$ cat config.mk
export PLATFORM = sky130hd
export DESIGN_NAME = rd_fifo_burst_arbiter
export DESIGN_NICKNAME = d
export VERILOG_FILES = /design/src/rtl/rd_fifo_arb_pkg.sv /design/src/rtl/rr_arbiter.sv /design/src/rtl/rd_fifo_burst_arbiter.sv
export SDC_FILE = /design/constraint.sdc
export NUM_CORES = 1
export LEC_CHECK = 0
export BUFFER_PORTS_ARGS = -buffer_cell sky130_fd_sc_hd__buf_2
export CAP_MARGIN = 20
export CORE_UTILIZATION = 42
export DETAILED_ROUTE_END_ITERATION = 16
export GPL_ROUTABILITY_DRIVEN = 0
export GPL_TIMING_DRIVEN = 1
export PLACE_DENSITY = 0.95
export SYNTH_ARGS = -nofsm -noshare
export SYNTH_HDL_FRONTEND = slang
export SYNTH_SLANG_ARGS = --single-unit
$ cat constraint.sdc
create_clock -name rd_clk -period 6.4 [get_ports rd_clk]
set_clock_uncertainty 0.1 [all_clocks]
set_input_delay 1.92 -clock rd_clk [delete_from_list [all_inputs] [get_ports rd_clk]]
set_output_delay 1.92 -clock rd_clk [all_outputs]
set_load 0.01 [all_outputs]
$ cat src/rtl/rd_fifo_arb_pkg.sv
// Shared types and helpers for the read-side FIFO burst arbiter.
package rd_fifo_arb_pkg;

    // Arbiter FSM: IDLE selects a channel, BURST drains it.
    typedef enum logic {
        IDLE  = 1'b0,
        BURST = 1'b1
    } arb_state_e;

    // Ceiling log2, used for the channel index and counter widths.
    function automatic int clog2(input int value);
        int res;
        int v;
        res = 0;
        v   = value - 1;
        while (v > 0) begin
            res = res + 1;
            v   = v >> 1;
        end
        return res;
    endfunction

endpackage

$ cat src/rtl/rr_arbiter.sv
// Combinational masked round-robin pick: the first requesting channel at or
// after rr_ptr_i wins, wrapping to the lowest requester when none is above it.
module rr_arbiter
    import rd_fifo_arb_pkg::*;
#(
    parameter  int N_CH = 4,
    localparam int CH_W = clog2(N_CH)
) (
    input  logic [N_CH-1:0] req_i,
    input  logic [CH_W-1:0] rr_ptr_i,
    output logic [CH_W-1:0] grant_idx_o,
    output logic            any_req_o
);

    logic [CH_W-1:0] hi_idx;
    logic            hi_found;
    logic [CH_W-1:0] lo_idx;

    // Scan downwards so the final assignment is the lowest qualifying index.
    always_comb begin
        hi_idx   = '0;
        hi_found = 1'b0;
        lo_idx   = '0;
        for (int i = N_CH - 1; i >= 0; i--) begin
            if (req_i[i] && (CH_W'(i) >= rr_ptr_i)) begin
                hi_idx   = CH_W'(i);
                hi_found = 1'b1;
            end
            if (req_i[i]) begin
                lo_idx = CH_W'(i);
            end
        end
        any_req_o   = |req_i;
        grant_idx_o = hi_found ? hi_idx : lo_idx;
    end

endmodule

$ cat src/rtl/rd_fifo_burst_arbiter.sv
// Read-side burst arbiter: shares one consumer between N show-ahead FIFOs,
// granting round-robin and draining up to BURST_LEN beats per grant. A burst
// is cut short when the granted FIFO stays empty for TIMEOUT cycles.
//
// Handshake: a beat transfers on a cycle where out_vld and out_rdy are both
// high; out_vld never depends on out_rdy, and the pop strobe fifo_rd_en of the
// granted channel is exactly that beat condition.
module rd_fifo_burst_arbiter
    import rd_fifo_arb_pkg::*;
#(
    parameter  int N_CH      = 4,
    parameter  int DATA_W    = 32,
    parameter  int BURST_LEN = 16,
    parameter  int TIMEOUT   = 8,
    localparam int CH_W      = clog2(N_CH)
) (
    input  logic                     rd_clk,
    input  logic                     rd_rst,
    input  logic [N_CH-1:0]          ch_en,
    input  logic [N_CH*DATA_W-1:0]   fifo_rd_data,
    input  logic [N_CH-1:0]          fifo_rd_vld,
    output logic [N_CH-1:0]          fifo_rd_en,
    output logic [DATA_W-1:0]        out_data,
    output logic                     out_vld,
    input  logic                     out_rdy,
    output logic                     out_last,
    output logic [CH_W-1:0]          out_ch,
    output logic                     burst_trunc,
    output logic                     busy,
    output arb_state_e               dbg_state
);

    localparam int BEAT_W  = clog2(BURST_LEN + 1);
    localparam int STALL_W = clog2(TIMEOUT + 1);
    localparam logic [BEAT_W-1:0]  BEAT_LAST  = BEAT_W'(BURST_LEN - 1);
    localparam logic [STALL_W-1:0] STALL_LAST = STALL_W'(TIMEOUT - 1);
    localparam logic [CH_W-1:0]    CH_MAX     = CH_W'(N_CH - 1);

    arb_state_e          state_q, state_d;
    logic [CH_W-1:0]     grant_q, grant_d;
    logic [CH_W-1:0]     rr_ptr_q, rr_ptr_d;
    logic [BEAT_W-1:0]   beat_cnt_q, beat_cnt_d;
    logic [STALL_W-1:0]  stall_cnt_q, stall_cnt_d;
    logic                trunc_q, trunc_d;

    logic [N_CH-1:0]     req;
    logic [CH_W-1:0]     pick_idx;
    logic                any_req;
    logic [DATA_W-1:0]   head_data;
    logic                head_vld;
    logic                beat;
    logic [CH_W-1:0]     next_ptr;

    assign req = fifo_rd_vld & ch_en;

    rr_arbiter #(
        .N_CH (N_CH)
    ) u_rr_arbiter (
        .req_i       (req),
        .rr_ptr_i    (rr_ptr_q),
        .grant_idx_o (pick_idx),
        .any_req_o   (any_req)
    );

    // Head word and valid of the currently granted FIFO.
    always_comb begin
        head_data = '0;
        head_vld  = 1'b0;
        for (int i = 0; i < N_CH; i++) begin
            if (CH_W'(i) == grant_q) begin
                head_data = fifo_rd_data[i*DATA_W +: DATA_W];
                head_vld  = fifo_rd_vld[i];
            end
        end
    end

    // Pointer for the next arbitration round: one past the current grant.
    assign next_ptr = (grant_q == CH_MAX) ? '0 : grant_q + CH_W'(1);

    // Next-state, counters and datapath outputs.
    always_comb begin
        state_d     = state_q;
        grant_d     = grant_q;
        rr_ptr_d    = rr_ptr_q;
        beat_cnt_d  = beat_cnt_q;
        stall_cnt_d = stall_cnt_q;
        trunc_d     = 1'b0;
        beat        = 1'b0;
        fifo_rd_en  = '0;
        out_data    = '0;
        out_vld     = 1'b0;
        out_last    = 1'b0;

        case (state_q)
            IDLE: begin
                if (any_req) begin
                    grant_d     = pick_idx;
                    beat_cnt_d  = '0;
                    stall_cnt_d = '0;
                    state_d     = BURST;
                end
            end

            BURST: begin
                out_data = head_data;
                out_vld  = head_vld;
                beat     = head_vld & out_rdy;
                for (int i = 0; i < N_CH; i++) begin
                    fifo_rd_en[i] = beat && (CH_W'(i) == grant_q);
                end
                out_last = beat && (beat_cnt_q == BEAT_LAST);

                if (beat) begin
                    if (beat_cnt_q == BEAT_LAST) begin
                        state_d  = IDLE;
                        rr_ptr_d = next_ptr;
                    end else begin
                        beat_cnt_d = beat_cnt_q + BEAT_W'(1);
                    end
                end

                // Only an empty head counts as starvation; backpressure does not.
                if (head_vld) begin
                    stall_cnt_d = '0;
                end else if (stall_cnt_q == STALL_LAST) begin
                    state_d  = IDLE;
                    rr_ptr_d = next_ptr;
                    trunc_d  = 1'b1;
                end else begin
                    stall_cnt_d = stall_cnt_q + STALL_W'(1);
                end
            end

            default: begin
                state_d = IDLE;
            end
        endcase
    end

    // State and counter registers with asynchronous reset.
    always_ff @(posedge rd_clk or posedge rd_rst) begin
        if (rd_rst) begin
            state_q     <= IDLE;
            grant_q     <= '0;
            rr_ptr_q    <= '0;
            beat_cnt_q  <= '0;
            stall_cnt_q <= '0;
            trunc_q     <= 1'b0;
        end else begin
            state_q     <= state_d;
            grant_q     <= grant_d;
            rr_ptr_q    <= rr_ptr_d;
            beat_cnt_q  <= beat_cnt_d;
            stall_cnt_q <= stall_cnt_d;
            trunc_q     <= trunc_d;
        end
    end

    assign out_ch      = grant_q;
    assign burst_trunc = trunc_q;
    assign busy        = (state_q == BURST);
    assign dbg_state   = state_q;

endmodule

==> key figures <==
Power and ir drop
  – Combinational share of power: 83.8%
  – Leakage: 1.686 nW
  – Cell Int Power: 0.7572 mW
  – Sw power: 0.8076 mW
  – Sw frac: 51.61%
  – VDD IR-drop max: 0.2874 mV
  – Sequential power share: 11.1%
  – Clock power share: about 5%
  – Pwr/cell area: between 500 and 600 nW/um^2

Global routing
  – Top Usage Layer GRT: met2
  – GRT Total Usage: between 20% and 30%
  – Vias in the first global route: 2472
  – Grt total ovfl: 0
  – Met1 Resource Use GR: between 30% and 40%
  – Met2 Resource Use GR: 53.27%
  – Largest net degree at the start of global routing: 58
  – First-pass GRT wire length: 11.96 mm
  – Initial antenna violation count: 0
  – Met3 Use GR: between 4 and 5%

Synth
  – Post-synthesis xor/xnor area fraction: 0%
  – Synth Area in Adders: 4.162%
  – Synth Area in Compound Gates: between 40% and 50%
  – Synth top area share: about 18%
  – Cell Area, Synth: 2105 sq um
  – Mapped Cells: 297
  – Sequential area share after synthesis: 17.84%
  – Distinct cells, synth: 43
  – Post-synth ARST share: 100.0%
  – Most frequent cell after synthesis: nand2_1
  – Synth top area cells: dfrtp_1, a211o_1, a221oi_1, a21oi_1, nand2_1
  – Synth Warn #: 0
  – Synthesized flop and latch total: 15
  – Synth area leader: dfrtp_1
  – Synth Net Count: 443
  – EDFF count, synth: 0
  – Post-synth top cells: nand2_1, inv_1, a21oi_1, a211o_1, a221oi_1
  – Largest family of logic cells by synthesized area: compound AO/OA/AOI/OAI gates
  – Mux contribution to synthesized area: 4.935%
  – Synth Area in Simple Gates: 18.55%
  – Mean post-synth cell area: 7.086 sq um
  – Prevailing post-synth register cell: dfrtp_1

Clock network
  – PostCTS Resize Cnt: 0
  – Clk_lat worst skew: 0.26 ns
  – Htree depth: 1
  – Clock Sinks: 15
  – CTS Buf Count: 3
  – CTS tree: built
  – Clock buffer depth: 2
  – Reg clk slew, reported paths: 0.06 ns
  – CTS Hold Buffers Added: 0
  – CTS root buf: clkbuf_8
  – Setup bufs post-CTS: 0

STA
  – Max Freq: 188.7 MHz
  – Fin. Hold Viols: 0
  – Worst slew pin tran: 1.029 ns
  – Worst setup margin: 1.100 ns
  – Final Cycle Share: slightly above 80%
  – Post-route setup TNS: 0 ns
  – Fin. max-slew vios: 0
  – RSZ-0062 raised after global routing: no
  – Setup-failing EPs final: 0
  – Normalized max-slew margin: a little under a third
  – Fin crit period: 5.300 ns

Route
  – Final antenna-violating net count: 0
  – Final WL: 8.369 mm
  – Drt first pass iters: 5
  – DRC Markers: 0
  – Routed wire per std cell: 16.00 microns
  – Drt initial violations: 218
  – Vias: 2955
  – Via/cell ratio: roughly 5.7

Worst setup path
  – WP buf/inv: 2
  – WP data required: 4.38 ns
  – R2R setup slack: 3.52 ns
  – CP Max Fanout: 11
  – Endpoint class of the critical path: output pin
  – Setup CP Type: input pin to output pin
  – RR Endpoint: beat_cnt_q[3]$_DFFE_PP0P_
  – Critical path, cell by cell: buf_2 -> a211oi_1 -> a211o_1 -> nor2_1 -> and2_1 -> buf_2
  – Crit path top cell by count: buf_2
  – Reg2Reg Launch Point: out_ch[0]$_DFFE_PP0P_
  – Crit-path slowest cell: a211o_1
  – Worst Path Arrival: 3.28 ns
  – Crit path max-delay family: compound AO/OA/AOI/OAI gates
  – Worst r2r path cells: 6
  – Crit-path max cell delay: 0.50 ns
  – Crit start category: input pin

Layout
  – Final core occ: 63.53%
  – Synth-to-Final Area Change: 44.47%
  – ANT cells: 0
  – Share of cells above drive strength 1: roughly 44%
  – Nets: between 600 and 700
  – Final instance area: 3040 sq um

Place
  – Placed cell areas: 2995 sq um
  – Dpl ws: roughly 1.1 ns
  – IO buf count: roughly 180
  – Final HPWL DP: approximately 6.5 mm

Die
  – Num rows: 25
  – Die X: 72.79 microns
  – Initial Utilization: 43.97%
  – IO Pins: 182
  – Die height: 72.79 microns
  – Core ar.: approximately 4800 sq um
  – Die area: 5298 sq um

Job
  – MaxCap Viol Count: 0

Min path
  – Worst Min Path Start: stall_cnt_q[0]$_DFFE_PP0P_
  – Hold crit path type: register to register
  – Hold EP: stall_cnt_q[0]$_DFFE_PP0P_
  – Worst hold stages: 1

Run status
  – Status: finished clean
worst max path at each step:
stage	start	endpoint	depth (start not counted)
2_1_floorplan	fifo_rd_vld[1]	fifo_rd_en[0]	5
3_3_place_gp	fifo_rd_vld[1]	fifo_rd_en[0]	6
3_5_place_dp	fifo_rd_vld[1]	fifo_rd_en[0]	6
4_1_cts	fifo_rd_vld[1]	fifo_rd_en[0]	6
5_1_grt	fifo_rd_vld[1]	fifo_rd_en[1]	6
6_report	fifo_rd_vld[1]	fifo_rd_en[1]	6
metrics by stage:
step / instances / hold WS (ns) / total power, mW
after floorplan: 297 / 0.3627 / 1.047
after global placement: 519 / 0.3839 / 1.443
after detailed placement: 519 / 0.4129 / 1.480
after CTS: 523 / 0.4239 / 1.562
after global routing: 523 / 0.4413 / 1.679
final: 523 / 0.4271 / 1.565
layout make-up:
type / count / area, sq um
fillers: 440 / 1745
multi-input cells: 211 / 1446
repair buffers: 185 / 935.9
flip-flops and latches: 15 / 375.4
inverters: 41 / 153.9
well taps: 67 / 83.83
clock buffers: 4 / 45.04
power groups by stage:
| stage | logic, mW | registers [mW] | clock network, mW |
|---|---|---|---|
| 2_1_floorplan | 0.883 | 0.164 | 0 |
| 3_3_place_gp | 1.27 | 0.168 | 0 |
| 3_5_place_dp | 1.31 | 0.173 | 0 |
| 4_1_cts | 1.31 | 0.172 | 0.0796 |
| 5_1_grt | 1.42 | 0.178 | 0.0827 |
| 6_report | 1.31 | 0.174 | 0.0802 |
flip-flops by register name (all words and copies together), names as in the netlist:
signal,cells
out_ch,2
beat_cnt_q,5
rr_ptr_q,2
stall_cnt_q,4
burst_trunc,1
busy,1
layout by cell type, fill, tap and decap left out, types with 2 or more instances in the layout:
master,Yosys,final
ha_1,7,5
inv_1,40,40
buf_4,1,4
nor2_1,8,8
mux2i_1,4,4
and2_1,4,4
clkbuf_8,0,3
a21oi_1,38,38
mux2_4,2,2
a211o_1,33,33
o21ai_0,3,3
nand3_1,5,5
buf_2,4,181
a221oi_1,32,32
nand2_1,48,48
o22ai_1,3,3
dfrtp_1,15,15
ha_2,0,2
cell families (layout without fill, tap and decap cells):
family / count (synthesis) / in the layout
buffers and inverters: 71 / 230
flip-flops: 15 / 15
AO/OA/AOI/OAI: 117 / 117
AND/OR/NAND/NOR: 79 / 79
adder cells (fa/ha/maj): 7 / 7
multiplexers: 8 / 8
routing by layer:
| metal | vias to the layer above | part of all wire [%] |
|---|---|---|
| met2 | 154 | 53 |
| met3 | 19 | 6.1 |
| met1 | 1381 | 39 |
| met5 | - | 0 |
| met4 | 0 | 2.0 |
| li1 | 1401 | - |
(Power assumes the default switching activity.)
